**src/rtl/dmem_pkg.sv**
```systemverilog
// Shared types and constants for the data-memory access sequencer.
package dmem_pkg;

  typedef enum logic [1:0] {
    SZ_BYTE = 2'b00,
    SZ_HALF = 2'b01,
    SZ_WORD = 2'b10
  } size_e;

  typedef enum logic [2:0] {
    ST_IDLE,
    ST_BEAT0,
    ST_BEAT1,
    ST_DONE,
    ST_RESP
  } state_e;

  localparam int unsigned DMEM_DEPTH_W = 9;
  localparam logic [31:0] DMEM_BASE    = 32'h0000_0000;
  localparam logic [31:0] DMEM_LIMIT   = DMEM_BASE + (32'd4 << DMEM_DEPTH_W) - 32'd1;

  typedef struct packed {
    logic [31:0] addr;
    logic [31:0] wdata;
    size_e       size;
    logic        wren;
    logic        sgn;
  } req_t;

  // Any address bit above the word index means the access is outside DMEM.
  function automatic logic addr_oor(input logic [31:0] addr, input int unsigned depth_w);
    return (addr >> (depth_w + 2)) != 32'd0;
  endfunction

endpackage

```
**src/rtl/dmem_lane_align.sv**
```systemverilog
// Byte-lane math: lane enables, per-beat store data, load assembly and extension.
module dmem_lane_align
  import dmem_pkg::*;
(
  input  logic [1:0]  off,
  input  size_e       size,
  input  logic [31:0] wdata,
  input  logic [31:0] lo,
  input  logic [23:0] hi,
  input  logic        sgn,
  output logic [7:0]  lanes,
  output logic [31:0] wdata0,
  output logic [31:0] wdata1,
  output logic [31:0] ld_data
);

  logic [7:0]  base_mask;
  logic [63:0] wshift;
  logic [31:0] asm_v;

  always_comb begin
    case (size)
      SZ_BYTE: base_mask = 8'h01;
      SZ_HALF: base_mask = 8'h03;
      default: base_mask = 8'h0F;
    endcase
    lanes  = base_mask << off;
    wshift = {32'd0, wdata} << {off, 3'b000};
    wdata0 = wshift[31:0];
    wdata1 = wshift[63:32];
    // The top byte of the high beat is never needed for a <= 4-byte access.
    case (off)
      2'd0:    asm_v = lo;
      2'd1:    asm_v = {hi[7:0],  lo[31:8]};
      2'd2:    asm_v = {hi[15:0], lo[31:16]};
      default: asm_v = {hi[23:0], lo[31:24]};
    endcase
    case (size)
      SZ_BYTE: ld_data = {{24{sgn & asm_v[7]}},  asm_v[7:0]};
      SZ_HALF: ld_data = {{16{sgn & asm_v[15]}}, asm_v[15:0]};
      default: ld_data = asm_v;
    endcase
  end

endmodule

```
**src/rtl/dmem_access_seq.sv**
```systemverilog
// Load/store sequencer: splits unaligned accesses into two aligned beats on a 1-cycle sync-read DMEM.
module dmem_access_seq
  import dmem_pkg::*;
#(
  parameter int DEPTH_W = DMEM_DEPTH_W
) (
  input  logic               i_clk,
  input  logic               i_reset,
  input  logic               i_req_valid,
  output logic               o_req_ready,
  input  logic [31:0]        i_req_addr,
  input  logic [31:0]        i_req_wdata,
  input  logic [1:0]         i_req_size,
  input  logic               i_req_wren,
  input  logic               i_req_signed,
  output logic               o_rsp_valid,
  output logic [31:0]        o_rsp_rdata,
  output logic               o_rsp_split,
  output logic               o_rsp_err,
  output logic [DEPTH_W-1:0] o_mem_addr,
  output logic [31:0]        o_mem_wdata,
  output logic [3:0]         o_mem_bmask,
  output logic               o_mem_wren,
  input  logic [31:0]        i_mem_rdata
);

  state_e              state, state_d;
  req_t                req_q;
  logic [31:0]         lo_q, wdata_q;
  logic [DEPTH_W-1:0]  addr_q, word;
  logic [7:0]          lanes;
  logic [31:0]         wdata0, wdata1, ld_data, lo_v;
  logic [23:0]         hi_v;
  logic                split, err;

  assign word  = req_q.addr[DEPTH_W+1:2];
  assign split = |lanes[7:4];
  assign err   = addr_oor(req_q.addr, DEPTH_W);
  // In DONE the live read data is the low beat for single-beat accesses, the high beat otherwise.
  assign lo_v  = split ? lo_q : i_mem_rdata;
  assign hi_v  = split ? i_mem_rdata[23:0] : '0;

  dmem_lane_align u_align (
    .off     (req_q.addr[1:0]),
    .size    (req_q.size),
    .wdata   (req_q.wdata),
    .lo      (lo_v),
    .hi      (hi_v),
    .sgn     (req_q.sgn),
    .lanes   (lanes),
    .wdata0  (wdata0),
    .wdata1  (wdata1),
    .ld_data (ld_data)
  );

  always_ff @(posedge i_clk or posedge i_reset) begin
    if (i_reset) state <= ST_IDLE;
    else         state <= state_d;
  end

  always_comb begin
    state_d     = state;
    o_req_ready = 1'b0;
    o_mem_addr  = addr_q;
    o_mem_wdata = wdata_q;
    o_mem_bmask = 4'b0000;
    o_mem_wren  = 1'b0;
    case (state)
      ST_IDLE: begin
        o_req_ready = 1'b1;
        if (i_req_valid) state_d = addr_oor(i_req_addr, DEPTH_W) ? ST_DONE : ST_BEAT0;
      end
      ST_BEAT0: begin
        o_mem_addr  = word;
        o_mem_bmask = lanes[3:0];
        o_mem_wdata = wdata0;
        o_mem_wren  = req_q.wren;
        state_d     = split ? ST_BEAT1 : ST_DONE;
      end
      ST_BEAT1: begin
        o_mem_addr  = word + DEPTH_W'(1);
        o_mem_bmask = lanes[7:4];
        o_mem_wdata = wdata1;
        o_mem_wren  = req_q.wren;
        state_d     = ST_DONE;
      end
      ST_DONE: state_d = ST_RESP;
      ST_RESP: state_d = ST_IDLE;
      default: state_d = ST_IDLE;
    endcase
  end

  always_ff @(posedge i_clk or posedge i_reset) begin
    if (i_reset) begin
      req_q       <= '0;
      lo_q        <= '0;
      addr_q      <= '0;
      wdata_q     <= '0;
      o_rsp_valid <= 1'b0;
      o_rsp_rdata <= '0;
      o_rsp_split <= 1'b0;
      o_rsp_err   <= 1'b0;
    end else begin
      addr_q      <= o_mem_addr;
      wdata_q     <= o_mem_wdata;
      o_rsp_valid <= (state == ST_DONE);
      o_rsp_split <= (state == ST_DONE) && split && !err;
      o_rsp_err   <= (state == ST_DONE) && err;
      o_rsp_rdata <= (state == ST_DONE && !err && !req_q.wren) ? ld_data : '0;
      if (state == ST_BEAT1) lo_q <= i_mem_rdata;
      if (state == ST_IDLE && i_req_valid)
        req_q <= '{addr: i_req_addr, wdata: i_req_wdata, size: size_e'(i_req_size),
                   wren: i_req_wren, sgn: i_req_signed};
    end
  end

endmodule

```
**config.mk**
```make
export PLATFORM = sky130hd
export DESIGN_NAME = dmem_access_seq
export DESIGN_NICKNAME = d
export VERILOG_FILES = /design/src/rtl/dmem_pkg.sv /design/src/rtl/dmem_lane_align.sv /design/src/rtl/dmem_access_seq.sv
export SDC_FILE = /design/constraint.sdc
export NUM_CORES = 1
export LEC_CHECK = 0
export ABC_AREA = 1
export CAP_MARGIN = 20
export CORE_UTILIZATION = 48
export CTS_CLUSTER_SIZE = 20
export DETAILED_ROUTE_END_ITERATION = 6
export PLACE_DENSITY = 0.85
export SYNTH_ARGS = -nofsm -noshare
export SYNTH_HDL_FRONTEND = slang
export SYNTH_SLANG_ARGS = --single-unit
export TNS_END_PERCENT = 50
```
**constraint.sdc**
```tcl
create_clock -name i_clk -period 15.3 [get_ports i_clk]
set_input_delay 2.295 -clock i_clk [delete_from_list [all_inputs] [get_ports i_clk]]
set_output_delay 2.295 -clock i_clk [all_outputs]
set_load 0.05 [all_outputs]
```
Yosys cells after proc, flatten, opt, wreduce, memory -nomap -nowiden
Cells that the tools add are included.
{"block": "word_totals", "word_cells": 55, "inputBits": 103, "regBits": 179, "mem_bits_rw": 0, "rom_bits": 0, "mem_count": 0, "latchBits": 0, "out_inout_bits": 82}
{"block": "op_classes", "mul": 0, "magnitude_cmp": 0, "bitwise_logic": 2, "n_reduce_logical": 15, "add_sub_neg": 1, "shifts": 2, "muxes": 15, "n_div": 0, "n_eq_ne": 7}
{"operator": "32-bit one-hot mux with 2 select lines", "n": 2}
{"operator": "32-bit one-hot mux with 3 select lines", "n": 1}
{"operator": "32-bit 2-to-1 mux", "n": 2}
{"operator": "32-bit nonzero test", "n": 2}
{"operator": "32-bit by 5-bit left shift with 64-bit output", "n": 1}
{"operator": "24-bit 2-to-1 mux", "n": 1}
{"operator": "9-bit one-hot mux with 2 select lines", "n": 1}
{"operator": "4-bit one-hot mux with 2 select lines", "n": 2}
{"operator": "3-bit one-hot mux with 4 select lines", "n": 1}
{"operator": "9-bit by 1-bit adder with 9-bit output (second input constant)", "n": 1}
{"operator": "4-bit by 2-bit left shift with 8-bit output", "n": 1}
{"operator": "3-bit by 2-bit equality test with 1-bit output (second input constant)", "n": 2}
{"operator": "1-bit logical AND", "n": 6}
{"operator": "2-bit by 1-bit equality test with 1-bit output (second input constant)", "n": 2}
{"operator": "2-bit zero test", "n": 2}
{"operator": "4-bit OR reduction", "n": 1}
{"operator": "3-bit by 1-bit equality test with 1-bit output (second input constant)", "n": 1}
{"operator": "3-bit zero test", "n": 1}
{"operator": "1-bit 2-to-1 mux", "n": 3}
{"operator": "3-bit 2-to-1 mux", "n": 1}
{"operator": "1-bit bitwise AND", "n": 2}
{"operator": "2-bit equality test (second input constant)", "n": 1}
{"operator": "1-bit zero test", "n": 2}
{"operator": "2-bit 2-to-1 mux", "n": 1}
{"operator": "2 further kinds", "n": 2}

Logic depth before layout (Yosys ltp)
{"block": "logic_depth", "depth_word": 9, "mapped_depth": 13, "ltp_nobuf": 11}

Hierarchy
From an unflattened synthesis, not the netlist that was laid out.
{"block": "hier_totals", "cells_unflattened": 1394, "hier_area_um2": 9870.7}
{"module": "dmem_access_seq", "n_inst": 1, "cells_each": 949, "seq_area_each_um2": 4479.3, "area_each_um2": 7800.0}
{"module": "dmem_lane_align", "n_inst": 1, "cells_each": 445, "seq_area_each_um2": 0.0, "area_each_um2": 2070.7}

Least setup slack after synthesis
Ideal clock, no wire load.
{"block": "synth_path", "kind": "register -> output", "start": "reg req_q[36] (netlist bit)", "end": "out o_mem_bmask[1]", "required_time_ns": 13.005, "t_arrival_ns": 2.387, "path_slack_ns": 10.618, "stages_incl_launch_ff": 6, "n_path_buf": 3, "cell_sequence": "dfrtp_1 > buf_4 > clkbuf_1 > clkbuf_1 > nor2_1 > o32ai_1"}
{"block": "synth_between", "elab_chain_len": 2}
{"element": "start, declared", "line_no": "dmem_access_seq.sv:28", "text": "req_t req_q;"}
{"element": "start signal, assigned", "line_no": "dmem_access_seq.sv:112", "text": "req_q <= '{addr: i_req_addr, wdata: i_req_wdata, size: size_e'(i_req_size),"}
{"element": "4-bit by 2-bit left shift with 8-bit output", "line_no": "dmem_lane_align.sv:27", "text": "lanes = base_mask << off;"}
{"element": "4-bit one-hot mux with 2 select lines", "line_no": "dmem_access_seq.sv:68", "text": "case (state)"}
{"element": "end, declared", "line_no": "dmem_access_seq.sv:22", "text": "output logic [3:0] o_mem_bmask,"}
Every way passes these cells.

Worst setup path after layout
{"block": "layout_path", "start": "reg req_q[36] (netlist bit)", "end": "out o_mem_bmask[0]"}
The elaborated chain is that of the path after synthesis.

==> metrics <==
FF/Latch Area around 0.0043 mm^2; DPL Wire Length roughly 17,000 um; Die W 138 um; Most used DFF post-synth dfrtp_1; Post-Place Cells ~1,500; Peak VDD IR roughly 0.00021 V; Tightest Pin Transition between 1000 and 1500 ps; cts bufs inserted 17; # IOs 185; Starting Density around half; Final Skew between 10 and 15 ps; Residual DRC 0; cts hold-fix bufs 0; num rows ~50; Worst-Skew Late Latency between 400 and 500 ps; RD Place Congestion roughly 1; Mapped Nets 1,252; Yosys reg bits about 170; Detail Route Antenna Nets 0; CTS tree yes; final period utilization between 40% and 50%; CP Data Required Time around 13,000 ps; crit path time final just under 7000 ps; vias in the first global route slightly above 8,000; area occupied by multi-input gates 0.00378 mm^2; leakage 0.00548 uW; total global routing overflow 0; Synth cell types 38; vias per inst roughly 5.5; initial detailed-routing violation count 786; Hold Vio Cnt, Final 0; max_cap viols 0; fin. max-slew vios 0; asr flop ratio synth 100%; crit-path max FO 65; Port Buffers 184; commonest cells after routing, fill and taps aside 303 x nand2_1, 184 x clkdlybuf4s50_1, 170 x dfrtp_1, 121 x inv_1, 117 x o21ai_0; Final setup violation count 0; commonest non-fill, non-tap cell in the layout nand2_1; die area ~0.019 mm^2; run status finished clean; Filler cells between 1,500 and 2,000; clock sink total 171; Seq/Total Area, Yosys 48.4%; Reg clk slew, reported paths approximately 70 ps; initial antenna violation count 0; post_cts resized 0; Tightest Hold Check Type reg -> reg; CP arrival approximately 4600 ps; Crit. End Element primary output; clock root cell clkbuf_16; synth-to-layout area growth 28.1%; crit start category flop; pin count of the biggest net entering global routing 96; Cells after Synth 1,148; first drt pass iteration count 7; n_diodes 0; cell area after synthesis a little under 0.009 mm^2; Vias about 8,500; Power Density between 200 and 300 mW/mm^2; Core ar. approximately 0.018 mm^2; EDFF count, synth 0; Max H-tree Level 4; Avg WL per Cell 16.6 um; Die H around 140 um; Synth Warn # 0; final net count 1,394; Clock Tree Buf Depth 2; setup TNS 0 ps; Mean Syn Cell Area 7.71 um^2; layout cells sized above 1 under 10%; unrepaired setup endpoints after global routing no; WS Path Type reg -> out; fin cells between 1,500 and 2,000; Total GRT Usage roughly 28%; Fmax around 150 MHz; Post-CTS Setup Inserts 0; first-pass GRT wire length 40,600 um; Post-Route WL 25,500 um; worst rel slew slack a little under a third
[where the power goes]
part | switching, uW | leakage, uW | total (uW) | internal (uW)
registers | 118 | 0.00211 | 745 | 627
logic | 1170 | 0.00307 | 1670 | 508
clock network | 204 | 0.000305 | 454 | 250
total | 1490 | 0.00548 | 2870 | 1380
[cell type report]
cell class | instances | area share, %
multi-input combinational | 780 | 33.3
inverter | 132 | 4.42
clock buffer | 17 | 3.75
clock inverter | 15 | 1.70
sequential | 171 | 37.8
tap | 229 | 2.53
timing repair buffer | 188 | 16.5
[logic make-up after synthesis]
family,after synthesis,synth area share (%)
flip-flops,171,48.4
multiplexers,22,2.80
AO/OA/AOI/OAI,243,15.0
adder cells (fa/ha/maj),1,0.141
buffers and inverters,197,9.08
AND/OR/NAND/NOR,514,24.6
[worst max-delay path, stage by stage (launching register included)]
cell and delay [ps]:
dfrtp_2 1050, inv_1 530, nand2_1 550, nand3_2 770, o22ai_1 320, clkdlybuf4s50_1 880
[metrics by stage]
| step | util, % | setup slack (ps) | cell area, um^2 | hold slack (ps) | power (uW) |
|---|---|---|---|---|---|
| floorplan | - | 8370 | 8850 | 453 | 1930 |
| global placement | 59.5 | 9120 | 10700 | 466 | 2360 |
| detailed placement | 59.5 | 9020 | 10700 | 465 | 2400 |
| CTS | 62.9 | 8540 | 11300 | 483 | 2860 |
| global route | 62.9 | 8250 | 11300 | 498 | 3050 |
| finish | 62.9 | 8450 | 11300 | 477 | 2870 |
[final timing paths]
kind                       startpoint              end  slack (ps)  cells after the start
setup reg to reg            req_q[36]  o_rsp_rdata[29]       11320                     11
min in group asynchronous     i_reset   o_rsp_rdata[0]        2410                      2
max in group asynchronous     i_reset        req_q[36]       11360                      3
hold / removal             wdata_q[6]       wdata_q[6]         480                      2
hold reg to reg            wdata_q[6]       wdata_q[6]         480                      2
setup / recovery            req_q[36]   o_mem_bmask[0]        8450                      5
[state kept, by name, indices dropped and copies added, names as in the netlist]
register     count
o_rsp_valid      1
o_rsp_rdata     32
wdata_q         32
req_q           68
state            3
o_rsp_err        1
o_rsp_split      1
lo_q            24
addr_q           9
[synth_stat cells (5+ instances only)]
master | number | area (um^2)
nand2_2 | 8 | 50.1
inv_2 | 9 | 33.8
buf_6 | 5 | 56.3
buf_2 | 12 | 60.1
inv_1 | 122 | 458
o21ai_0 | 117 | 586
mux2_2 | 22 | 248
clkbuf_1 | 42 | 158
o221ai_1 | 6 | 52.6
and2_1 | 5 | 31.3
a22oi_1 | 8 | 60.1
nor2_1 | 89 | 334
nor2_2 | 6 | 37.5
o211ai_1 | 17 | 128
nand3b_1 | 6 | 45.0
nand3_1 | 57 | 285
nand4_1 | 13 | 81.3
a21oi_1 | 85 | 425
dfrtp_1 | 171 | 4280
nor3_1 | 16 | 80.1
nand2_1 | 304 | 1140
[layer usage]
| metal | vias to the layer above | part of all wire [%] | track usage (%) |
|---|---|---|---|
| met4 | 0 | 3.0 | 10.8 |
| met2 | 423 | 48 | 46.1 |
| li1 | 4018 | - | - |
| met5 | - | 0 | 0 |
| met3 | 64 | 7.9 | 6.03 |
| met1 | 3956 | 42 | 36.1 |
Note: power is estimated with default switching activity, not from simulation.
